[src/rtl/button_conditioner.sv]
// Push-button conditioner: two-flop synchroniser, counter debouncer and a
// short/long press classifier producing registered single-cycle command pulses.
module button_conditioner #(
  parameter int DEBOUNCE_CYCLES = 1000000,
  parameter int HOLD_CYCLES     = 100000000
) (
  input  logic clk,
  input  logic rst,
  input  logic btn,
  output logic btn_level,
  output logic press,
  output logic short_press,
  output logic long_press
);

  localparam int DW = (DEBOUNCE_CYCLES > 2) ? $clog2(DEBOUNCE_CYCLES) : 1;
  localparam int HW = (HOLD_CYCLES > 2) ? $clog2(HOLD_CYCLES) : 1;
  localparam logic [DW-1:0] DEB_LAST  = DW'(DEBOUNCE_CYCLES - 1);
  localparam logic [HW-1:0] HOLD_LAST = HW'(HOLD_CYCLES - 1);

  typedef enum logic [1:0] {
    IDLE    = 2'd0,
    PRESSED = 2'd1,
    HELD    = 2'd2
  } state_t;

  logic          sync1_r;
  logic          sync2_r;
  logic [DW-1:0] deb_cnt_r;
  logic [HW-1:0] hold_cnt_r;
  logic [HW-1:0] hold_cnt_nxt_s;
  state_t        state_r;
  state_t        state_nxt_s;
  logic          deb_flip_s;
  logic          rise_s;
  logic          fall_s;
  logic          press_nxt_s;
  logic          short_nxt_s;
  logic          long_nxt_s;

  // Two-flop synchroniser for the asynchronous button
  always_ff @(posedge clk) begin
    if (rst) begin
      sync1_r <= 1'b0;
      sync2_r <= 1'b0;
    end else begin
      sync1_r <= btn;
      sync2_r <= sync1_r;
    end
  end

  // The debounced level flips on the edge where the disagreement run completes;
  // the classifier sees that same edge as rise/fall.
  assign deb_flip_s = (sync2_r != btn_level) && (deb_cnt_r == DEB_LAST);
  assign rise_s     = deb_flip_s & sync2_r;
  assign fall_s     = deb_flip_s & ~sync2_r;

  // Debounce counter and level register
  always_ff @(posedge clk) begin
    if (rst) begin
      deb_cnt_r <= DW'(0);
      btn_level <= 1'b0;
    end else if (sync2_r == btn_level) begin
      deb_cnt_r <= DW'(0);
    end else if (deb_flip_s) begin
      deb_cnt_r <= DW'(0);
      btn_level <= sync2_r;
    end else begin
      deb_cnt_r <= deb_cnt_r + DW'(1);
    end
  end

  // Classifier next-state and pulse decode; a fall on the hold-completion edge wins
  always_comb begin
    state_nxt_s    = state_r;
    hold_cnt_nxt_s = hold_cnt_r;
    press_nxt_s    = 1'b0;
    short_nxt_s    = 1'b0;
    long_nxt_s     = 1'b0;
    case (state_r)
      IDLE: begin
        if (rise_s) begin
          state_nxt_s    = PRESSED;
          hold_cnt_nxt_s = HW'(0);
          press_nxt_s    = 1'b1;
        end else begin
          state_nxt_s = IDLE;
        end
      end
      PRESSED: begin
        if (fall_s) begin
          state_nxt_s = IDLE;
          short_nxt_s = 1'b1;
        end else if (hold_cnt_r == HOLD_LAST) begin
          state_nxt_s = HELD;
          long_nxt_s  = 1'b1;
        end else begin
          hold_cnt_nxt_s = hold_cnt_r + HW'(1);
        end
      end
      HELD: begin
        if (fall_s) begin
          state_nxt_s = IDLE;
        end else begin
          state_nxt_s = HELD;
        end
      end
      default: begin
        state_nxt_s = IDLE;
      end
    endcase
  end

  // Classifier state, hold counter and registered pulse outputs
  always_ff @(posedge clk) begin
    if (rst) begin
      state_r     <= IDLE;
      hold_cnt_r  <= HW'(0);
      press       <= 1'b0;
      short_press <= 1'b0;
      long_press  <= 1'b0;
    end else begin
      state_r     <= state_nxt_s;
      hold_cnt_r  <= hold_cnt_nxt_s;
      press       <= press_nxt_s;
      short_press <= short_nxt_s;
      long_press  <= long_nxt_s;
    end
  end

endmodule

[config.mk]
export PLATFORM = sky130hd
export DESIGN_NAME = button_conditioner
export DESIGN_NICKNAME = d
export VERILOG_FILES = /design/src/rtl/button_conditioner.sv
export SDC_FILE = /design/constraint.sdc
export NUM_CORES = 1
export LEC_CHECK = 0
export ABC_CLOCK_PERIOD_IN_PS = 3500
export CAP_MARGIN = 20
export CORE_MARGIN = 3
export CORE_UTILIZATION = 25
export CTS_CLUSTER_SIZE = 20
export DETAILED_ROUTE_END_ITERATION = 8
export DONT_BUFFER_PORTS = 1
export GPL_ROUTABILITY_DRIVEN = 0
export HOLD_SLACK_MARGIN = 0.05
export PLACE_DENSITY_LB_ADDON = 0.15
export SLEW_MARGIN = 5
export SYNTH_ARGS = -nofsm -noshare
export SYNTH_HDL_FRONTEND = slang
export SYNTH_SLANG_ARGS = --single-unit
[constraint.sdc]
create_clock -name clk -period 3.5 [get_ports clk]
set_clock_uncertainty 0.1 [all_clocks]
set_input_delay 0.175 -clock clk [delete_from_list [all_inputs] [get_ports clk]]
set_output_delay 0.175 -clock clk [all_outputs]
set_load 0.01 [all_outputs]
* Word-level counts from Yosys, hierarchy flattened
Cells that the tools add are included.
** Word-level totals
- Bits of input ports :: 3
- Register bits after elaboration :: 55
- Word-level logic and storage cells :: 48
- Output and inout port bits :: 4
** Operators by class
- Bitwise operators :: 6
- Reduce and logical (&&, ||, !) cells :: 9
- Mux-type cells :: 12
- Equality and inequality tests :: 10
- $add $sub $neg :: 2
** Operator list (number)
- 27-bit two-way mux :: 3
- 27-bit case mux with 2 select lines :: 1
- 27-bit by 1-bit adder with 27-bit output (second input constant) :: 1
- 27-bit equality test (second input constant) :: 1
- 20-bit by 1-bit adder with 20-bit output (second input constant) :: 1
- 20-bit equality test (second input constant) :: 1
- 2-bit two-way mux :: 3
- 2-bit != test (second input constant) :: 3
- 2-bit case mux with 3 select lines :: 1
- 3-bit OR reduction :: 2
- 1-bit two-way mux :: 4
- 1-bit NOT :: 4
- 4-bit AND reduction :: 1
- 2-bit OR reduction :: 2
- 3-bit != test (second input constant) :: 1
- 1-bit bitwise AND :: 2
- 2-bit by 1-bit equality test with 1-bit output (second input constant) :: 1
- 2-bit equality test (second input constant) :: 1
- 2-bit zero test :: 1
- 2-bit AND reduction :: 1
- 2-bit nonzero test :: 1
- 1-bit equality test :: 1
- 1-bit logical AND :: 1
- 1-bit != test :: 1

* Logic depth before layout (Yosys ltp)
- Word-level depth :: 5
- Mapped depth :: 9
- Depth with buffers taken out :: 8

* Least setup slack after synthesis
Ideal clock, no wire load.
- Path kind :: reg-to-reg
- Start point :: reg deb_cnt_r[6]
- End point :: reg hold_cnt_r[24]
- Buffers on the path :: 2
- Data required time :: 3.326 ns
- Period minus slack after synthesis :: 2.459 ns
- Setup slack :: 1.041 ns
- Cell stages (with the launch flop) :: 9
- Arrival :: 2.285 ns
- Library setup time :: 0.074 ns
- Path through :: dfxtp_1 or4_4 or2_0 or4_4 buf_6 and2_4 buf_6 a21o_1 a31oi_1
** On the way
- Cells in the longest elaborated chain, start to end :: 5
- Elaborated cells on any way between the ends :: 7
- Classes of those cells :: 3 x eq/ne; 2 x bitwise; 2 x reduce/logical
** RTL lines
- start: declaration :: line 29 : logic [DW-1:0] deb_cnt_r;
- start signal: assignment :: line 69 : deb_cnt_r <= deb_cnt_r + DW'(1);
- 20-bit equality test (*) :: line 54 : assign deb_flip_s = (sync2_r != btn_level) && (deb_cnt_r == DEB_LAST);
- 1-bit logical AND (*) :: line 54
- 1-bit bitwise AND, on equally long branches :: line 56, 55
- 2-bit != test (no source line)
- 4-bit AND reduction (no source line) (*)
- end signal: assignment :: line 124 : hold_cnt_r <= hold_cnt_nxt_s;
- end: declaration :: line 30 : logic [HW-1:0] hold_cnt_r;
Every way passes the cells marked *; elsewhere a longest branch is shown, timed or not.
A chain may end at the register's enable or synchronous reset.

* Worst setup path in the final report
- Start point :: reg deb_cnt_r[6]
- End point :: reg hold_cnt_r[13]
Same word-level chain as after synthesis.

==> results_dict.tcl <==
set metrics [dict create \
    outcome "finished clean" \
    crit_type "reg -> reg" \
    cp_data_arrival_time_ns 2.88 \
    p_sw_share_pct 20.8 \
    synth_top_family_by_area "simple AND/OR/NAND/NOR gates" \
    grt_pass1_vias 2490 \
    grt_pass1_wl_mm 13.0 \
    vdd_drop_max_v 0.000176 \
    mostFrequentLayoutCell "dfxtp_1" \
    htree_levels 2 \
    die_area_um2 12700 \
    synth_xor_area_share_pct 4.61 \
    rows 38 \
    grtUsageTotal_pct 12.6 \
    use_met3_pct 2.25 \
    use_met1_pct 18.3 \
    hold_violations 0 \
    nNetsFinal 359 \
    wire_per_inst_um 15.8 \
    fin_tns_setup_ns 0 \
    switching_power_mw 0.255 \
    hp-class "in -> reg" \
    core_um2 11000 \
    final_cell_mix "dfxtp_1, nor2_1, nand2_1" \
    setup_viol 0 \
    clock_latency_ns 0.30 \
    antenna_found_initial 0 \
    synth-seq-cells 55 \
    cap_violations 0 \
    hpwl_mm 5.47 \
    synth.avg_cell_area_um2 8.11 \
    layout_min_cycle_time_ns 2.76 \
    cts_tree "done" \
    die_h_um 113 \
    busiest_layer "met2" \
    worstMarginPinSlew_ns 0.931 \
    grt_max_degree 20 \
    ios 7 \
    ant_nets 0 \
    clkTransAtPathRegs_ns 0.07 \
    antenna_cells 0 \
    netlist_area_um2 2850 \
    root_buffer "clkbuf_16" \
    via_per_inst 5.26 \
    path_delay_family "simple AND/OR/NAND/NOR gates" \
    fmax_mhz 363 \
    critPathRequiredTime_ns 3.62 \
    slowest_delay_ns 0.59 \
    synth-edff-count 0 \
    yosys_warnings 0 \
    period_share_pct 78.8 \
    intPower_mw 0.970 \
    synthAdderAreaFrac_pct 2.20 \
    start_util_pct 25.9 \
    p_leak_nw 1.03 \
    cts.sinks 55 \
    area_delta_synth_final_pct 11.5 \
    synth_cells 351 \
    cp_max_fo 12 \
    slew_headroom_pct 37.7 \
    fp.dieW_um 113 \
    synth_ff_type "dfxtp_1" \
    async_flop_share_pct 0 \
    rsz0062_at_grt "false" \
    syn-num-nets 359 \
    ys_seq_area_share_pct 38.7 \
    p_clk_share_pct 47.3 \
    drt_iter0_markers 183 \
    synth_compound_area_share_pct 18.4 \
    drc 0 \
    combPwrFrac_pct 1.6 \
    slew_violations 0 \
    cts_resized 0 \
    io_buffers 0 \
    cp.buffers_inverters 0 \
    crit_chain "or4_4 -> or4_1 -> o32a_1 -> nor2_1 -> nor2_1 -> a21oi_1" \
    dp.cells 482 \
    startpoint_type "register" \
    endpoint_kind "register" \
    clockBufferDepth 2 \
    yosys.area_share.simple_pct 32.2 \
    synth.area.mux_share_pct 0.703 \
    cts_buffers 5 \
    cp_common_cell "nor2_1" \
    layout-drive-gt1-share_pct 5.97 \
    ys_types 51 \
    vias 2588 \
    critPathSlowestCell "or4_1" \
    wirelength_mm 7.80 \
    overflow 0 \
    drtPass1Iterations 4 \
    stdcell_count 492 \
    powerDensity_nw_per_um2 386 \
    grt_use_met2_pct 19.3 \
    p_seq_share_pct 51.2 \
]
synthesized netlist by cell type, types with 2 or more instances:
| cell | count | area [um2] |
|---|---|---|
| xor2_1 | 11 | 96.3 |
| a21o_1 | 2 | 15.0 |
| o41ai_1 | 2 | 17.5 |
| o31ai_1 | 3 | 22.5 |
| or3_1 | 4 | 25.0 |
| mux2i_1 | 2 | 20.0 |
| nor4_1 | 2 | 12.5 |
| or4_4 | 2 | 22.5 |
| and3_1 | 16 | 100 |
| and4_1 | 4 | 35.0 |
| nor4b_1 | 4 | 35.0 |
| and2_1 | 3 | 18.8 |
| a31oi_1 | 12 | 75.1 |
| nor3_1 | 9 | 45.0 |
| a31o_1 | 2 | 17.5 |
| o21ai_1 | 5 | 25.0 |
| nand2b_1 | 6 | 37.5 |
| a311oi_1 | 3 | 26.3 |
| xnor2_1 | 4 | 35.0 |
| nand4_1 | 10 | 62.6 |
| nand3_1 | 24 | 120 |
| or4_1 | 3 | 22.5 |
| ha_1 | 5 | 62.6 |
| nor2_1 | 38 | 143 |
| nand2_1 | 31 | 116 |
| nor2b_1 | 5 | 31.3 |
| dfxtp_1 | 55 | 1100 |
| a31o_2 | 3 | 26.3 |
| nor4bb_1 | 2 | 20.0 |
| clkbuf_1 | 8 | 30.0 |
| o21ai_0 | 16 | 80.1 |
| a41oi_1 | 6 | 52.6 |
| buf_2 | 3 | 15.0 |
| a21oi_1 | 23 | 115 |
| inv_1 | 6 | 22.5 |
| buf_6 | 2 | 22.5 |
what timing repair did:
action                                  4_1_cts  5_1_grt
hold buffers                                  2        0
hold endpoints to repair                      8        0
buffers inserted                              0        0
endpoints found under the setup margin        0        0
path summary, 6_finish.rpt:
path / slack, ns / startpoint / to / cells after the start
worst max register to register: 0.74 / deb_cnt_r[6]$_SDFF_PP0_ / hold_cnt_r[13]$_SDFFE_PP0P_ / 6
worst min-delay path: 0.15 / rst / hold_cnt_r[1]$_SDFFE_PP0P_ / 4
worst max-delay path: 0.74 / deb_cnt_r[6]$_SDFF_PP0_ / hold_cnt_r[13]$_SDFFE_PP0P_ / 6
worst min register to register: 0.34 / sync1_r$_SDFF_PP0_ / sync2_r$_SDFF_PP0_ / 1
kinds of logic after synthesis:
kind of cell	count (synthesis)
muxes	2
AOI/OAI and AO/OA	83
and+or+nand+nor	171
buffers and inverters	20
DFF	55
xor gates and xnor gates	15
adders and majority gates	5
power by group through the flow:
stage | Sequential [mW] | Combinational [mW] | Clock, mW
2_1_floorplan | 0.642 | 0.0130 | 0
5_1_grt | 0.628 | 0.0211 | 0.614
3_3_place_gp | 0.642 | 0.0162 | 0
3_5_place_dp | 0.642 | 0.0161 | 0
6_report | 0.627 | 0.0192 | 0.579
4_1_cts | 0.627 | 0.0194 | 0.596
cell type report:
type                            count  area, um2
Clock inverter                      3       43.8
Sequential cell                    55       1100
Inverter                            7       26.3
Multi-Input combinational cell    276       1650
Fill cell                        1183       7810
Timing Repair Buffer                6       50.0
Tap cell                          140        175
Clock buffer                        5        125
state kept, by name, indices dropped and copies added (netlist names):
register and cells:
btn_level 1, deb_cnt_r 20, hold_cnt_r 27, long_press 1
press 1, short_press 1, state_r 2, sync1_r 1
sync2_r 1
worst min-delay path, delay by kind of cell:
kind | cells | cell delay [ns]
compound gates | 1 | 0.05
simple gates | 2 | 0.09
buf+inv | 1 | 0.17
metrics by stage:
| step | area [um2] | util, % | total power [mW] | hold slack (ns) | setup slack (ns) |
|---|---|---|---|---|---|
| after floorplan | 2850 | - | 0.655 | 0.203 | 1.04 |
| after global placement | 2990 | 27.2 | 0.658 | 0.151 | 0.841 |
| after detailed placement | 2990 | 27.2 | 0.658 | 0.150 | 0.789 |
| after CTS | 3170 | 28.9 | 1.24 | 0.144 | 0.763 |
| after global routing | 3170 | 28.9 | 1.26 | 0.177 | 0.583 |
| final | 3170 | 28.9 | 1.23 | 0.152 | 0.743 |
metal layers:
layer	up-vias	part of all wire [%]
li1	1302	-
met1	1230	51
met2	50	43
met3	6	4.6
met4	0	1.0
met5	-	0
(Power assumes the default switching activity.)
